$ cat src/rtl/xm23_psw_pkg.sv
// Shared Program Status Word layout for the XM23 core: bit positions, the
// reserved-bit mask, a structured view of the word and the entry-PSW builder.
package xm23_psw_pkg;

   localparam int C           = 0;
   localparam int Z           = 1;
   localparam int N           = 2;
   localparam int SLP         = 3;
   localparam int V           = 4;
   localparam int CUR_PRI_LSB = 5;
   localparam int PRV_PRI_LSB = 13;

   localparam logic [15:0] RSVD_MASK = 16'h1F00;

   typedef struct packed {
      logic [2:0] prv_pri;
      logic [4:0] rsvd;
      logic [2:0] cur_pri;
      logic       v;
      logic       slp;
      logic       n;
      logic       z;
      logic       c;
   } psw_t;

   // Exception entry clears every flag (including SLP, which wakes the core)
   // and demotes the running priority into the previous-priority field.
   function automatic logic [15:0] entry_psw(input logic [15:0] curPsw,
                                             input logic [2:0]  newPri);
      psw_t oldPsw;
      psw_t newPsw;
      oldPsw         = psw_t'(curPsw);
      newPsw         = '0;
      newPsw.prv_pri = oldPsw.cur_pri;
      newPsw.cur_pri = newPri;
      return newPsw;
   endfunction

   function automatic logic [15:0] reset_psw(input logic [2:0] pri);
      psw_t p;
      p         = '0;
      p.cur_pri = pri;
      return p;
   endfunction

endpackage

$ cat src/rtl/psw_shadow_stack.sv
// Small LIFO holding PSWs saved on exception entry. Overflow and underflow
// are blocked here too, so the parent can never corrupt the level count.
module psw_shadow_stack
   import xm23_psw_pkg::*;
#(
   parameter int DEPTH = 4,
   parameter int W     = 16,
   parameter int LW    = $clog2(DEPTH) + 1
) (
   input  logic          clk,
   input  logic          rst_n,
   input  logic          push_i,
   input  logic          pop_i,
   input  logic [W-1:0]  data_i,
   output logic [W-1:0]  top_o,
   output logic          full_o,
   output logic          empty_o,
   output logic [LW-1:0] level_o
);

   localparam int AW = $clog2(DEPTH);

   logic [W-1:0]  mem_q [DEPTH];
   logic [LW-1:0] level_q;
   logic [AW-1:0] topIdx;

   assign full_o  = (level_q == LW'(DEPTH));
   assign empty_o = (level_q == '0);
   assign level_o = level_q;

   // Low bits of the level wrap to DEPTH-1 when full, which is the top slot.
   assign topIdx = level_q[AW-1:0] - 1'b1;
   assign top_o  = empty_o ? '0 : mem_q[topIdx];

   always_ff @(posedge clk or negedge rst_n) begin
      if (!rst_n) begin
         level_q <= '0;
         for (int i = 0; i < DEPTH; i++) begin
            mem_q[i] <= '0;
         end
      end else if (push_i && !full_o) begin
         mem_q[level_q[AW-1:0]] <= data_i;
         level_q                <= level_q + 1'b1;
      end else if (pop_i && !empty_o) begin
         level_q <= level_q - 1'b1;
      end
   end

endmodule

$ cat src/rtl/psw_reg_unit.sv
// Architectural PSW register: applies masked flag updates from the update
// stage and saves/restores the PSW around exceptions via a shadow stack.
module psw_reg_unit
   import xm23_psw_pkg::*;
#(
   parameter int         STK_DEPTH = 4,
   parameter logic [2:0] RESET_PRI = 3'd7
) (
   input  logic                       clk,
   input  logic                       rst_n,
   input  logic [15:0]                psw_in,
   input  logic [15:0]                psw_msk,
   input  logic                       psw_wr_en,
   input  logic                       exc_entry,
   input  logic [2:0]                 exc_pri,
   input  logic                       exc_return,
   output logic [15:0]                psw_q,
   output logic [15:0]                psw_next,
   output logic                       sleep,
   output logic                       exc_ack,
   output logic                       stk_fault,
   output logic [$clog2(STK_DEPTH):0] stk_level
);

   localparam int LW = $clog2(STK_DEPTH) + 1;

   logic [15:0] psw_d;
   logic        ack_d;
   logic        ack_q;
   logic        fault_d;
   logic        fault_q;
   logic        pushEn;
   logic        popEn;
   logic [15:0] stkTop;
   logic        stkFull;
   logic        stkEmpty;

   psw_shadow_stack #(
      .DEPTH (STK_DEPTH),
      .W     (16),
      .LW    (LW)
   ) uStack (
      .clk     (clk),
      .rst_n   (rst_n),
      .push_i  (pushEn),
      .pop_i   (popEn),
      .data_i  (psw_q),
      .top_o   (stkTop),
      .full_o  (stkFull),
      .empty_o (stkEmpty),
      .level_o (stk_level)
   );

   // Entry beats return beats the masked write; a rejected entry still
   // squashes the write because the faulting instruction never retires.
   always_comb begin
      psw_d   = psw_q;
      pushEn  = 1'b0;
      popEn   = 1'b0;
      ack_d   = 1'b0;
      fault_d = 1'b0;
      if (exc_entry) begin
         if (stkFull) begin
            fault_d = 1'b1;
         end else begin
            pushEn = 1'b1;
            ack_d  = 1'b1;
            psw_d  = entry_psw(psw_q, exc_pri);
         end
      end else if (exc_return) begin
         if (stkEmpty) begin
            fault_d = 1'b1;
         end else begin
            popEn = 1'b1;
            ack_d = 1'b1;
            psw_d = stkTop;
         end
      end else if (psw_wr_en) begin
         psw_d = ((psw_q & ~psw_msk) | (psw_in & psw_msk)) & ~RSVD_MASK;
      end
   end

   assign psw_next  = psw_d;
   assign sleep     = psw_q[SLP];
   assign exc_ack   = ack_q;
   assign stk_fault = fault_q;

   always_ff @(posedge clk or negedge rst_n) begin
      if (!rst_n) begin
         psw_q   <= reset_psw(RESET_PRI);
         ack_q   <= 1'b0;
         fault_q <= 1'b0;
      end else begin
         psw_q   <= psw_d;
         ack_q   <= ack_d;
         fault_q <= fault_d;
      end
   end

endmodule

$ cat config.mk
export PLATFORM = sky130hd
export DESIGN_NAME = psw_reg_unit
export DESIGN_NICKNAME = d
export VERILOG_FILES = /design/src/rtl/xm23_psw_pkg.sv /design/src/rtl/psw_shadow_stack.sv /design/src/rtl/psw_reg_unit.sv
export SDC_FILE = /design/constraint.sdc
export NUM_CORES = 1
export LEC_CHECK = 0
export BUFFER_PORTS_ARGS = -buffer_cell sky130_fd_sc_hd__buf_2
export CORE_ASPECT_RATIO = 0.75
export CORE_MARGIN = 5
export CORE_UTILIZATION = 55
export CTS_CLUSTER_SIZE = 25
export DETAILED_ROUTE_END_ITERATION = 8
export MAX_ROUTING_LAYER = met4
export PLACE_DENSITY_LB_ADDON = 0.1
export SYNTH_ARGS = -nofsm -noshare
export SYNTH_HDL_FRONTEND = slang
export SYNTH_SLANG_ARGS = --single-unit
$ cat constraint.sdc
create_clock -name clk -period 2.9 [get_ports clk]
set_input_delay 0.58 -clock clk [delete_from_list [all_inputs] [get_ports clk]]
set_output_delay 0.58 -clock clk [all_outputs]
set_load 0.1 [all_outputs]
==> parameters.txt <==
Parameter                              Value

Run status
  Status ... finished clean

Worst setup path
  Arrival time of data at the critical path endpoint ... 2.22 ns
  Endpoint type of the worst setup path ... output pin
  Crit path buffers/inverters ... 3
  Critical path start-end classification ... flop to output pin
  Highest-delay cell along the critical path ... mux4_2
  Crit start category ... flop
  Worst path max stage delay ... 0.51 ns
  CP most frequent cell ... buf_12
  Cell family with most CP delay ... buffers and inverters
  Crit Path Max Fanout ... 15
  Crit path cell chain ... buf_12 > buf_6 > mux4_2 > a22oi_2 > o31ai_4 > buf_12
  Data required time at the worst endpoint ... 2.32 ns

GRT
  Maximum number of pins on one net before global-route repair ... 57
  GRT Overall Usage ... 21.7%
  Remaining global-route overflow ... 0
  Initial antenna violation count ... 0
  Wire length of the first global-routing pass ... 15,700 um
  Number of global-route vias before repair ... 2,940

Drt
  Drt first pass iters ... 4
  Via count ... 2,742
  Iteration-0 DRC count of the detailed router ... 203
  Final routed wire length divided by cell count ... 20.1 um
  DRC errors left ... 0
  Vias per cell ... 5.86
  Count of antenna-violating nets left after detailed routing ... 0
  Wire length reported by the detailed router ... 9410 um

Power and ir drop
  Internal cell power ... 3.06 mW
  Static leakage ... 2.51 nW
  Cell Pwr Density ... 1080 nW/um^2
  Net switching fraction of the power ... 46.0%
  Clock Power Share ... 13.3%
  Power dissipated by switching net loads ... 2.60 mW
  Worst VDD drop ... 0.558 mV
  Power after layout ... 5.66 mW
  Share of total power in sequential cells ... 31.9%
  Share of power burned in combinational logic ... 54.8%

Synthesis
  Netlist area before placement ... 4170 sq um
  Number of different library cells in the post-synthesis netlist ... 39
  Number of synthesized flops with an enable pin ... 0
  Average cell area after synthesis ... 14.4 sq um
  Most used standard cell by instance count after synthesis ... dfrtp_1
  Fraction of post-synthesis cell area in the top cell type by area ... 49.2%
  Share of synthesized area occupied by flip-flops and latches ... 51.1%
  Number of nets in the synthesized netlist ... 335
  Number of register bits inferred by synthesis ... 85
  Dominant synthesized flop cell ... dfrtp_1
  Synth warn ... 0
  Post-Synthesis Cells ... 290
  Share of async-settable or async-resettable flops after synthesis ... 100%
  Top cells by area, synth ... dfrtp_1 (49%), mux2_2 (19%), mux4_2 (5.4%)
  Top cells by instance count after synthesis ... dfrtp_1 (82), mux2_2 (70), a21oi_1 (20)
  Yosys top cell by area ... dfrtp_1

STA
  Final hold viol count ... 0
  Post-Route Skew ... 0.0130 ns
  Peak clock frequency supported by timing ... 357 MHz
  Setup repair after global routing missed its margin ... no
  Setup TNS ... 0 ns
  Final worst-path setup slack ... 0.0978 ns
  Worst-case hold slack ... 0.141 ns
  Max Slew Vio Count ... 0
  Worst Max-Slew Pin Slew ... 0.535 ns
  Count of endpoints failing setup in the final report ... 0
  Worst max-slew margin expressed relative to the limit ... 64.3%
  Fin crit share ... 96.6%
  Final critical delay including setup and external delays ... 2.80 ns

Clock network
  # clock sinks ... 85
  Number of buffers on the longest clock path ... 2
  CTS tree ... built
  Worst skew pair latency ... 0.36 ns
  Root buf cell ... clkbuf_8
  Deepest level of the CTS H-tree ... 3
  Total CTS buffers ... 9
  Clock input transition at the sequential cells of the worst setup and hold paths ... 0.09 ns

Layout
  Post-layout util ... 71.3%
  Antenna diode count ... 0
  Final standard cell area without fillers ... 5250 sq um
  Layout cell share with drive strength beyond 1 ... 59.1%
  Layout Area Growth over Synthesis ... 25.9%
  Number of filler cells placed in the layout ... 511
  Number of nets at the end of the flow ... 407
  Non-Filler Instances ... 468

Die
  Die boundary height ... 85.4 um
  I/O pin total ... 78
  Die Area ... 9450 sq um
  Standard-cell rows ... 27
  Starting density of the core ... 56.7%
  Chip Width ... 111 um
  Floorplan Core Area ... 7360 sq um

Place
  Number of buffer cells added on primary ports ... 67
  Final estimated routing congestion in global placement ... 0.724
  Minimum setup slack after placement ... 0.321 ns
  Cell count after placement ... 448
  Cell area after placement ... 5020 sq um
  DP Wirelength ... 6330 um

Hold path
  Worst min-delay path category ... input port to asynchronous set/reset pin

Flow run
  Max Cap Viol ... 0
[power groups by stage]
stage / Clock, mW / Sequential [mW] / Combinational (mW)
floorplan: 0 / 2.30 / 1.83
global placement: 0 / 1.79 / 2.96
detailed placement: 0 / 1.83 / 2.99
CTS: 0.774 / 1.80 / 3.00
global route: 0.831 / 1.86 / 3.24
finish: 0.753 / 1.81 / 3.10
[per-layer routing]
metal	track usage (%)	up-vias	share of wire (%)
met5	-	-	0
met4	5.48	0	1.1
met3	5.56	11	3.8
met2	34.8	46	49
met1	27.9	1442	47
li1	-	1243	-
[sequential cells by signal (all words and copies together), names as in the netlist]
signal,cells
psw_q,16
uStack.level_o,3
stk_fault,1
uStack.mem_q,64
exc_ack,1
[kinds of logic (layout without fill, tap and decap cells)]
kind of cell | count (synthesis) | in the layout | share of synthesized area, %
mux | 89 | 89 | 28.9
flops | 85 | 85 | 51.1
compound gates | 56 | 56 | 9.60
buf+inv | 29 | 106 | 4.29
simple gates | 24 | 24 | 4.23
fa+ha+maj | 5 | 5 | 1.50
xor+xnor | 2 | 2 | 0.420
[layout by cell type (no fill, tap or decap), drive strengths merged]
| cell | count |
|---|---|
| a21oi | 20 |
| a221o | 2 |
| a22o | 5 |
| a22oi | 9 |
| a31oi | 9 |
| and3 | 1 |
| and3b | 1 |
| buf | 79 |
| clkbuf | 10 |
| clkinv | 2 |
| clkinvlp | 2 |
| dfrtp | 82 |
| dfstp | 3 |
| ha | 5 |
| inv | 13 |
| mux2 | 71 |
| mux2i | 2 |
| mux4 | 16 |
| nand2 | 5 |
| nand2b | 1 |
| nand3 | 4 |
| nand3b | 2 |
| nor2 | 3 |
| nor2b | 2 |
| nor3 | 2 |
| nor3b | 2 |
| o21bai | 1 |
| o311ai | 1 |
| o31ai | 9 |
| or4b | 1 |
| xnor2 | 2 |
[timing repair]
item                       in CTS  in global routing
pin swaps                       0                  1
hold buffers                    0                  0
gates resized for setup         2                  7
cloned                          0                  0
setup buffers                   0                  4
setup endpoints to repair       6                 10
[worst paths after layout]
check	start	endpoint	slack, ns	cells past startpoint
setup / recovery	uStack.level_o[0]	psw_next[13]	0.1	6
hold / removal	rst_n	uStack.mem_q[10]	0.14	1
setup reg to reg	uStack.level_o[0]	uStack.level_o[2]	0.72	8
hold reg to reg	uStack.mem_q[33]	uStack.mem_q[33]	0.51	1
max in group asynchronous	rst_n	psw_q[6]	2.09	2
min in group clk	uStack.mem_q[33]	uStack.mem_q[33]	0.51	1
[cell type report]
cell class	instances	area, sq um	share of cell area, %
Multi-Input combinational cell	176	2060	39.2
Timing Repair Buffer	79	709	13.5
Inverter	11	48.8	0.929
Clock inverter	6	46.3	0.881
Clock buffer	10	128	2.43
Sequential cell	85	2140	40.7
Tap cell	101	126	2.41
Note: power is estimated with default switching activity, not from simulation.
